File: config.mk
export PLATFORM = sky130hd
export DESIGN_NAME = hazard_ctrl
export DESIGN_NICKNAME = d
export VERILOG_FILES = /design/src/rtl/hazard_pkg.sv /design/src/rtl/hazard_ctrl_fwd_unit.sv /design/src/rtl/hazard_ctrl.sv
export SDC_FILE = /design/constraint.sdc
export NUM_CORES = 1
export LEC_CHECK = 0
export ABC_AREA = 1
export CELL_PAD_IN_SITES_DETAIL_PLACEMENT = 1
export CELL_PAD_IN_SITES_GLOBAL_PLACEMENT = 1
export CORE_MARGIN = 4
export CORE_UTILIZATION = 19
export CTS_BUF_LIST = sky130_fd_sc_hd__clkbuf_8
export DETAILED_ROUTE_END_ITERATION = 6
export PLACE_DENSITY_LB_ADDON = 0.1
export SKIP_LAST_GASP = 1
export SYNTH_ARGS = -nofsm -noshare
export SYNTH_HDL_FRONTEND = slang
export SYNTH_SLANG_ARGS = --single-unit
File: constraint.sdc
create_clock -name clk -period 2.5 [get_ports clk]
set_input_delay 0.5 -clock clk [delete_from_list [all_inputs] [get_ports clk]]
set_output_delay 0.5 -clock clk [all_outputs]
set_load 0.02 [all_outputs]
File: src/rtl/hazard_pkg.sv
// ---------------------------------------------------------------------------
// hazard_pkg
//   Shared types for the rv32i pipeline hazard controller.
//   - hz_state_t      : sequencer state (RUN / MEM_WAIT)
//   - ex_rsmux_sel_t  : EX operand mux select (ID/EX, EX/MEM, MEM/WB)
//   - mem_rsmux_sel_t : MEM store-data mux select (EX/MEM, MEM/WB)
//   - X0              : index of the hard-wired zero register
// ---------------------------------------------------------------------------
package hazard_pkg;

    typedef enum logic {
        RUN      = 1'b0,
        MEM_WAIT = 1'b1
    } hz_state_t;

    typedef enum logic [1:0] {
        RS_ID_EX  = 2'd0,
        RS_EX_MEM = 2'd1,
        RS_MEM_WB = 2'd2
    } ex_rsmux_sel_t;

    typedef enum logic {
        MRS_EX_MEM = 1'b0,
        MRS_MEM_WB = 1'b1
    } mem_rsmux_sel_t;

    localparam logic [4:0] X0 = 5'd0;

endpackage : hazard_pkg

File: src/rtl/hazard_ctrl_fwd_unit.sv
// ---------------------------------------------------------------------------
// fwd_unit
//   Combinational operand forwarding selects for the EX stage and the
//   store-data select for the MEM stage. Zero latency, no state.
// Ports
//   idex_rs1_i/idex_rs2_i  in   source registers of the instruction in EX
//   exmem_rd_i             in   destination in EX/MEM
//   exmem_regwrite_i       in   EX/MEM writes rd
//   exmem_load_i           in   EX/MEM is a load (its result is not ready yet)
//   exmem_rs2_i            in   store-data source of the instruction in MEM
//   memwb_rd_i             in   destination in MEM/WB
//   memwb_regwrite_i       in   MEM/WB writes rd
//   rs1_sel_o/rs2_sel_o    out  EX operand mux selects
//   mem_rs2_sel_o          out  MEM store-data mux select
// ---------------------------------------------------------------------------
module fwd_unit
    import hazard_pkg::*;
#(
    parameter int REG_IDX_W = 5
) (
    input  logic [REG_IDX_W-1:0] idex_rs1_i,
    input  logic [REG_IDX_W-1:0] idex_rs2_i,
    input  logic [REG_IDX_W-1:0] exmem_rd_i,
    input  logic                 exmem_regwrite_i,
    input  logic                 exmem_load_i,
    input  logic [REG_IDX_W-1:0] exmem_rs2_i,
    input  logic [REG_IDX_W-1:0] memwb_rd_i,
    input  logic                 memwb_regwrite_i,
    output ex_rsmux_sel_t        rs1_sel_o,
    output ex_rsmux_sel_t        rs2_sel_o,
    output mem_rsmux_sel_t       mem_rs2_sel_o
);

    localparam logic [REG_IDX_W-1:0] RD_X0 = REG_IDX_W'(X0);

    // A load in EX/MEM has no data yet; the load-use bubble covers that case.
    logic ex_fwd_ok;
    logic wb_fwd_ok;

    assign ex_fwd_ok = exmem_regwrite_i && !exmem_load_i && (exmem_rd_i != RD_X0);
    assign wb_fwd_ok = memwb_regwrite_i && (memwb_rd_i != RD_X0);

    // NOTE: every output of a combinational block gets a default first so no
    // path leaves it unassigned, which would otherwise infer a latch.
    always_comb begin
        rs1_sel_o = RS_ID_EX;
        if (ex_fwd_ok && (exmem_rd_i == idex_rs1_i)) begin
            rs1_sel_o = RS_EX_MEM;   // youngest producer wins
        end else if (wb_fwd_ok && (memwb_rd_i == idex_rs1_i)) begin
            rs1_sel_o = RS_MEM_WB;
        end
    end

    always_comb begin
        rs2_sel_o = RS_ID_EX;
        if (ex_fwd_ok && (exmem_rd_i == idex_rs2_i)) begin
            rs2_sel_o = RS_EX_MEM;
        end else if (wb_fwd_ok && (memwb_rd_i == idex_rs2_i)) begin
            rs2_sel_o = RS_MEM_WB;
        end
    end

    always_comb begin
        mem_rs2_sel_o = MRS_EX_MEM;
        if (wb_fwd_ok && (memwb_rd_i == exmem_rs2_i)) begin
            mem_rs2_sel_o = MRS_MEM_WB;
        end
    end

endmodule : fwd_unit

File: src/rtl/hazard_ctrl.sv
// ---------------------------------------------------------------------------
// hazard_ctrl
//   Pipeline sequencer for the 5-stage rv32i core. Produces forwarding
//   selects, per-stage load/flush controls for load-use bubbles, taken-branch
//   flushes and instruction/data memory-wait freezes. Holds no datapath data.
//
//   Optional feature macro: HAZARD_PERF_EN
//     defined   : stall/flush/bubble counters built (saturating)
//     undefined : counters not built, outputs tied to zero
//
// Ports
//   clk, rst                    clock, synchronous active-high reset
//   id_rs1/id_rs2, id_use_rs1/2 sources of the ID instruction and use flags
//   idex_rs1/rs2/rd/regwrite/load   ID/EX fields
//   exmem_rd/regwrite/load/rs2  EX/MEM fields
//   memwb_rd/regwrite           MEM/WB fields
//   br_taken                    EX redirect
//   imem_read/imem_resp         fetch request / 1-cycle completion pulse
//   dmem_req/dmem_resp          data request / 1-cycle completion pulse
//   imem_read_gate, dmem_req_gate   requests qualified against completed sides
//   rs1_sel/rs2_sel, mem_rs2_sel    forwarding mux selects
//   pc_load .. mem_wb_load      per-stage register load enables
//   if_id_flush, id_ex_flush    load a NOP into that register
//   stall_cnt/flush_cnt/bubble_cnt  performance counters
// ---------------------------------------------------------------------------
module hazard_ctrl
    import hazard_pkg::*;
#(
    parameter int REG_IDX_W = 5,
    parameter int PERF_W    = 32
) (
    input  logic                 clk,
    input  logic                 rst,
    input  logic [REG_IDX_W-1:0] id_rs1,
    input  logic [REG_IDX_W-1:0] id_rs2,
    input  logic                 id_use_rs1,
    input  logic                 id_use_rs2,
    input  logic [REG_IDX_W-1:0] idex_rs1,
    input  logic [REG_IDX_W-1:0] idex_rs2,
    input  logic [REG_IDX_W-1:0] idex_rd,
    input  logic                 idex_regwrite,
    input  logic                 idex_load,
    input  logic [REG_IDX_W-1:0] exmem_rd,
    input  logic                 exmem_regwrite,
    input  logic                 exmem_load,
    input  logic [REG_IDX_W-1:0] exmem_rs2,
    input  logic [REG_IDX_W-1:0] memwb_rd,
    input  logic                 memwb_regwrite,
    input  logic                 br_taken,
    input  logic                 imem_read,
    input  logic                 imem_resp,
    input  logic                 dmem_req,
    input  logic                 dmem_resp,
    output logic                 imem_read_gate,
    output logic                 dmem_req_gate,
    output ex_rsmux_sel_t        rs1_sel,
    output ex_rsmux_sel_t        rs2_sel,
    output mem_rsmux_sel_t       mem_rs2_sel,
    output logic                 pc_load,
    output logic                 if_id_load,
    output logic                 id_ex_load,
    output logic                 ex_mem_load,
    output logic                 mem_wb_load,
    output logic                 if_id_flush,
    output logic                 id_ex_flush,
    output logic [PERF_W-1:0]    stall_cnt,
    output logic [PERF_W-1:0]    flush_cnt,
    output logic [PERF_W-1:0]    bubble_cnt
);

    localparam logic [REG_IDX_W-1:0] RD_X0 = REG_IDX_W'(X0);

    // ---------------------------------------------------------------- forwarding
    ex_rsmux_sel_t  fwd_rs1;
    ex_rsmux_sel_t  fwd_rs2;
    mem_rsmux_sel_t fwd_mem_rs2;

    fwd_unit #(.REG_IDX_W(REG_IDX_W)) u_fwd (
        .idex_rs1_i       (idex_rs1),
        .idex_rs2_i       (idex_rs2),
        .exmem_rd_i       (exmem_rd),
        .exmem_regwrite_i (exmem_regwrite),
        .exmem_load_i     (exmem_load),
        .exmem_rs2_i      (exmem_rs2),
        .memwb_rd_i       (memwb_rd),
        .memwb_regwrite_i (memwb_regwrite),
        .rs1_sel_o        (fwd_rs1),
        .rs2_sel_o        (fwd_rs2),
        .mem_rs2_sel_o    (fwd_mem_rs2)
    );

    assign rs1_sel     = rst ? RS_ID_EX   : fwd_rs1;
    assign rs2_sel     = rst ? RS_ID_EX   : fwd_rs2;
    assign mem_rs2_sel = rst ? MRS_EX_MEM : fwd_mem_rs2;

    // ---------------------------------------------------------------- hazards
    hz_state_t state_q, state_d;
    logic      imem_done_q, imem_done_d;
    logic      dmem_done_q, dmem_done_d;

    logic load_use;
    logic imem_ok;
    logic dmem_ok;
    logic frozen;

    assign load_use = idex_load && idex_regwrite && (idex_rd != RD_X0) &&
                      ((id_use_rs1 && (id_rs1 == idex_rd)) ||
                       (id_use_rs2 && (id_rs2 == idex_rd)));

    // A side is satisfied if nothing is requested, it completes now, or it
    // completed earlier in this freeze. Flags are always clear in RUN, so the
    // same expression is the RUN-state wait condition.
    assign imem_ok = !imem_read || imem_resp || imem_done_q;
    assign dmem_ok = !dmem_req  || dmem_resp || dmem_done_q;
    assign frozen  = !(imem_ok && dmem_ok);

    // State register.
    // NOTE: sequential state is written with non-blocking assignments so every
    // register samples its inputs from the same pre-edge values.
    always_ff @(posedge clk) begin
        if (rst) begin
            state_q     <= RUN;
            imem_done_q <= 1'b0;
            dmem_done_q <= 1'b0;
        end else begin
            state_q     <= state_d;
            imem_done_q <= imem_done_d;
            dmem_done_q <= dmem_done_d;
        end
    end

    // Next-state logic. Done flags are sticky within one freeze so responses
    // landing in different cycles are both remembered.
    always_comb begin
        state_d     = state_q;
        imem_done_d = imem_done_q;
        dmem_done_d = dmem_done_q;
        unique case (state_q)
            RUN: begin
                if (frozen) begin
                    state_d     = MEM_WAIT;
                    imem_done_d = imem_read && imem_resp;
                    dmem_done_d = dmem_req  && dmem_resp;
                end
            end
            MEM_WAIT: begin
                if (frozen) begin
                    imem_done_d = imem_done_q || (imem_read && imem_resp);
                    dmem_done_d = dmem_done_q || (dmem_req  && dmem_resp);
                end else begin
                    state_d     = RUN;
                    imem_done_d = 1'b0;
                    dmem_done_d = 1'b0;
                end
            end
            default: state_d = RUN;
        endcase
    end

    // Output logic. A branch held in EX through a freeze is acted on in the
    // release cycle because it falls through the same not-frozen path.
    always_comb begin
        pc_load        = 1'b0;
        if_id_load     = 1'b0;
        id_ex_load     = 1'b0;
        ex_mem_load    = 1'b0;
        mem_wb_load    = 1'b0;
        if_id_flush    = 1'b0;
        id_ex_flush    = 1'b0;
        imem_read_gate = 1'b0;
        dmem_req_gate  = 1'b0;
        if (rst) begin
            if_id_flush = 1'b1;
            id_ex_flush = 1'b1;
        end else begin
            // Do not re-issue a side that already completed in this freeze.
            imem_read_gate = imem_read && !imem_done_q;
            dmem_req_gate  = dmem_req  && !dmem_done_q;
            if (!frozen) begin
                pc_load     = 1'b1;
                if_id_load  = 1'b1;
                id_ex_load  = 1'b1;
                ex_mem_load = 1'b1;
                mem_wb_load = 1'b1;
                if (br_taken) begin
                    // Wrong-path instructions in IF/ID and ID/EX are squashed;
                    // any load-use hit among them is moot.
                    if_id_flush = 1'b1;
                    id_ex_flush = 1'b1;
                end else if (load_use) begin
                    // Hold PC and IF/ID, send a bubble down into EX.
                    pc_load     = 1'b0;
                    if_id_load  = 1'b0;
                    id_ex_flush = 1'b1;
                end
            end
        end
    end

    // ---------------------------------------------------------------- counters
`ifdef HAZARD_PERF_EN
    logic               stall_inc;
    logic               flush_inc;
    logic               bubble_inc;
    logic [PERF_W-1:0]  stall_cnt_q;
    logic [PERF_W-1:0]  flush_cnt_q;
    logic [PERF_W-1:0]  bubble_cnt_q;

    assign stall_inc  = !rst && frozen;
    assign flush_inc  = !rst && !frozen && br_taken;
    assign bubble_inc = !rst && !frozen && !br_taken && load_use;

    // Counters saturate at all-ones rather than wrapping.
    always_ff @(posedge clk) begin
        if (rst) begin
            stall_cnt_q  <= '0;
            flush_cnt_q  <= '0;
            bubble_cnt_q <= '0;
        end else begin
            if (stall_inc  && (stall_cnt_q  != '1)) stall_cnt_q  <= stall_cnt_q  + 1'b1;
            if (flush_inc  && (flush_cnt_q  != '1)) flush_cnt_q  <= flush_cnt_q  + 1'b1;
            if (bubble_inc && (bubble_cnt_q != '1)) bubble_cnt_q <= bubble_cnt_q + 1'b1;
        end
    end

    assign stall_cnt  = stall_cnt_q;
    assign flush_cnt  = flush_cnt_q;
    assign bubble_cnt = bubble_cnt_q;
`else
    assign stall_cnt  = '0;
    assign flush_cnt  = '0;
    assign bubble_cnt = '0;
`endif

endmodule : hazard_ctrl

# After elaboration in Yosys (flattened, before gate mapping)
# Cells that the tools add are included.
[op_classes]
n_addsub = 0
multipliers = 0
div_mod_pow = 0
order_cmp = 0
n_eq_ne = 8
shift = 0
mux = 30
n_bitwise = 1
n_reduce_logical = 33
[op_table]
columns = ["operator", "count"]
rows = [
  ["== test 5 bit", 7],
  ["two-way mux 1 bit", 22],
  ["logical AND 1 bit", 18],
  ["nonzero test 5 bit", 3],
  ["two-way mux 2 bit", 6],
  ["logical OR 1 bit", 7],
  ["zero test 1 bit", 5],
  ["case mux 1 bit (2 select lines)", 2],
  ["inequality test 2 bit, second input constant", 1],
  ["inverter 1 bit", 1],
]
[totals]
register_bits = 3
latchBits = 0
mem_bits_rw = 0
romBits = 0
input_bits = 54
word_cells = 75
n_memories = 0

# Longest topological paths before layout
[depth]
depth_word = 8
ltp_mapped = 10
depth_no_buf = 9

# Hierarchy
# Synthesis repeated with hierarchy kept, for this count alone.
[unflattened]
hier_cells = 291
area_unflattened_um2 = 1647.8
[modules_own_cells]
columns = ["module", "instances", "cells_per_inst", "area_each_um2"]
rows = [
  ["hazard_ctrl", 1, 202, 1217.4],
  ["fwd_unit", 1, 89, 430.4],
]

# Worst setup path before layout
# OpenSTA, ideal clock, no wires.
[synth_timing]
path_kind = "input -> output"
start = "input imem_read"
end = "output pc_load"
t_arrival_ns = 1.544
t_required_ns = 2.000
slack_ns = 0.456
cell_stages = 8
path_cell_list = "inv_1 > nor2_1 > nand2_1 > nand2_2 > nor2_1 > nand2_1 > inv_1 > buf_4"
[synth_via]
elab_chain_cells = 6
[synth_rtl]
columns = ["element", "line_no", "text"]
rows = [
  ["from (decl)", "hazard_ctrl.sv:50", "input logic imem_read,"],
  ["zero test 1 bit", "hazard_ctrl.sv:113", "assign imem_ok = !imem_read || imem_resp || imem_done_q;"],
  ["logical OR 1 bit (2 in a row)", "hazard_ctrl.sv:113", ""],
  ["logical AND 1 bit", "hazard_ctrl.sv:115", "assign frozen = !(imem_ok && dmem_ok);"],
  ["two-way mux 1 bit (2 in a row)", "-", ""],
  ["to (decl)", "hazard_ctrl.sv:59", "output logic pc_load,"],
]
# Every way passes these cells.

# Final worst setup path
[layout_timing]
start = "input rst"
end = "output dmem_req_gate"
[layout_via]
elab_chain_cells = 1
[layout_rtl]
columns = ["element", "line_no", "text"]
rows = [
  ["from (decl)", "hazard_ctrl.sv:33", "input logic rst,"],
  ["two-way mux 1 bit", "hazard_ctrl.sv:172", "if (rst) begin"],
  ["to (decl)", "hazard_ctrl.sv:55", "output logic dmem_req_gate,"],
]
# Every way passes these cells.

==> impl_metrics.ini <==
[route]
wl_per_cell_um = 10.7
first_iter_violations = 46
post-route-drc-count = 0
via_count = 1428
ant_nets = 0
dr.pass1.iters = 4
routed_wl_mm = 4.62
routed_via_density = 3.30

[logic_synthesis]
synth.distinct_cells = 24
seq_area_frac_synth = 0.0386
synth_warnings = 0
syn_avg_cell_area_um2 = 6.18
syn_inst = 252
ys_ff_latch = 3
syn_area_um2 = 1560

[worst_setup_path]
criticalPathCategory = in -> out
cp_max_fo = 7
cp_slowest_cell = clkdlybuf4s50_1
startpoint_type = input pin
critPathTopFamily = buffers and inverters
path_common_cell = clkdlybuf4s50_1
slowest_delay_ps = 650
cp.arrival_ps = 1930
worst-path-buf-inv = 3
crit_chain = clkdlybuf4s50_1 -> buf_4 -> nor3_1 -> clkdlybuf4s50_1
cp.required_ps = 2000
crit_path_end_kind = output port

[global_routing]
grt_max_degree = 8
grt_overflow = 0
grt_pass1_vias = 1397
antenna_found_initial = 0
grt_pass1_wl_mm = 6.84
grtUsageTotal = 0.0854

[die]
ios = 164
die_height_um = 98.5
die_x_um = 98.5
placementRows = 32
core_area_um2 = 7850
fp.dieArea_um2 = 9700
start_util = 0.198

[pwr]
p_per_area_nw_per_um2 = 273
vdd_ir_drop_max_uv = 312
leakagePower_uw = 0.00118

[timing]
max_freq_mhz = 411
slew_viol_final = 0
fin_crit_ps = 2430
finalWorstSetupSlack_ps = 69.6
skew_ps = 0.413
holdWs_ps = 501
hold_violations = 0
period_share = 0.972
setup_tns_ps = 0
grt_setup_unrepaired = true
setup_viol = 0

[clock_tree]
clk_path_buf_depth = 2
post_cts_buffers = 0
cts_buffers = 3
clock_latency_ps = 210
cts_sinks = 3
cts_tree = yes
cts_max_level = 1
clk_pin_slew_ps = 30
hold_buffers = 0
root_buffer = clkbuf_8

[worst_hold_path]
hold_path.class = reg -> reg

[final_layout]
diodes = 0
postLayoutCoreUtil = 0.267
post_route_cells_drive_above_1_share = 0.0967
finalInstanceArea_um2 = 2100
mostFrequentLayoutCells = 96 x conb_1, 49 x clkdlybuf4s50_1, 44 x nand2_1
syn2layout_area_growth_pct = 34.8
nets = 386
final_common_cell = conb_1

[place]
io_buffers = 67
hpwl_mm = 4.34
place_congestion = 0.747
place_ws_ps = -292
place_area_um2 = 2060

[job]
drv_cap = 0

[status]
status = finished, final reports clean
## cell usage after synthesis, drive strengths merged
library cell,count,area (µm²)
buf,100,751
nand2,45,171
inv,26,97.6
nor2,23,86.3
xnor2,15,131
nand3,11,55.1
xor2,7,61.3
nor3,6,30.0
dfxtp,3,60.1
nand3b,3,26.3
nand4,3,18.8
nor4,2,18.8
o21ai,2,10.0
a211oi,1,12.5
a21oi,1,5.00
clkinv,1,5.00
conb,1,3.75
o22ai,1,6.26
or2,1,6.26
## path summary, 6_finish.rpt
path | start | endpoint | slack, ps | depth (start not counted)
worst max-delay path | rst | dmem_req_gate | 70 | 4
worst min-delay path | dmem_done_q$_SDFFE_PP0P_ | dmem_done_q$_SDFFE_PP0P_ | 500 | 2
worst max register to register | imem_done_q$_SDFFE_PP0P_ | imem_done_q$_SDFFE_PP0P_ | 1390 | 7
worst min register to register | dmem_done_q$_SDFFE_PP0P_ | dmem_done_q$_SDFFE_PP0P_ | 500 | 2
## registers in the layout (all words and copies together), names as in the netlist
| name | cells |
|---|---|
| state_q | 1 |
| dmem_done_q | 1 |
| imem_done_q | 1 |
## metrics by stage
stage	total power [µW]	cells
2_1_floorplan	403	347
3_3_place_gp	445	429
3_5_place_dp	445	429
4_1_cts	580	433
5_1_grt	626	433
6_report	573	433
## what timing repair did
item,in CTS,in global routing
endpoints found under the setup margin,12,9
resized for setup,16,19
cloned,0,0
pin swaps,0,1
## worst min-delay path, stage by stage (launching register included)
cell and delay [ps]:
dfxtp_1 320, nand3_1 90, nand2_1 40
## where the power goes
group          leakage [µW]  internal (µW)  switching [µW]
combinational       0.00112            142             244
sequential        0.0000246           50.9            1.68
clock             0.0000269            104            30.7
total               0.00118            298             276
## layer usage
metal / track usage / vias up / part of all wire
met5: 0 / - / 0
met2: 0.164 / 80 / 0.52
met3: 0.0226 / 0 / 0.086
met4: 0.00420 / 0 / 0
met1: 0.0986 / 615 / 0.39
li1: - / 733 / -
## kinds of logic (layout without fill, tap and decap cells)
logic type | after synthesis | count (layout) | share of synthesized area
buffers and inverters | 127 | 111 | 0.548
AND/OR/NAND/NOR | 94 | 94 | 0.265
XOR/XNOR | 22 | 22 | 0.124
AO/OA/AOI/OAI | 5 | 5 | 0.0217
flip-flops | 3 | 3 | 0.0386
other | 1 | 96 | 0.00241
## area by class of cell
type,instances,area [µm²]
well taps,102,128
clock buffers,3,41.3
flip-flops and latches,3,60.1
multi-input cells,217,1010
inverters,27,103
fillers,1061,5750
clock inverters,1,3.75
repair buffers,80,748
(Power assumes the default switching activity.)
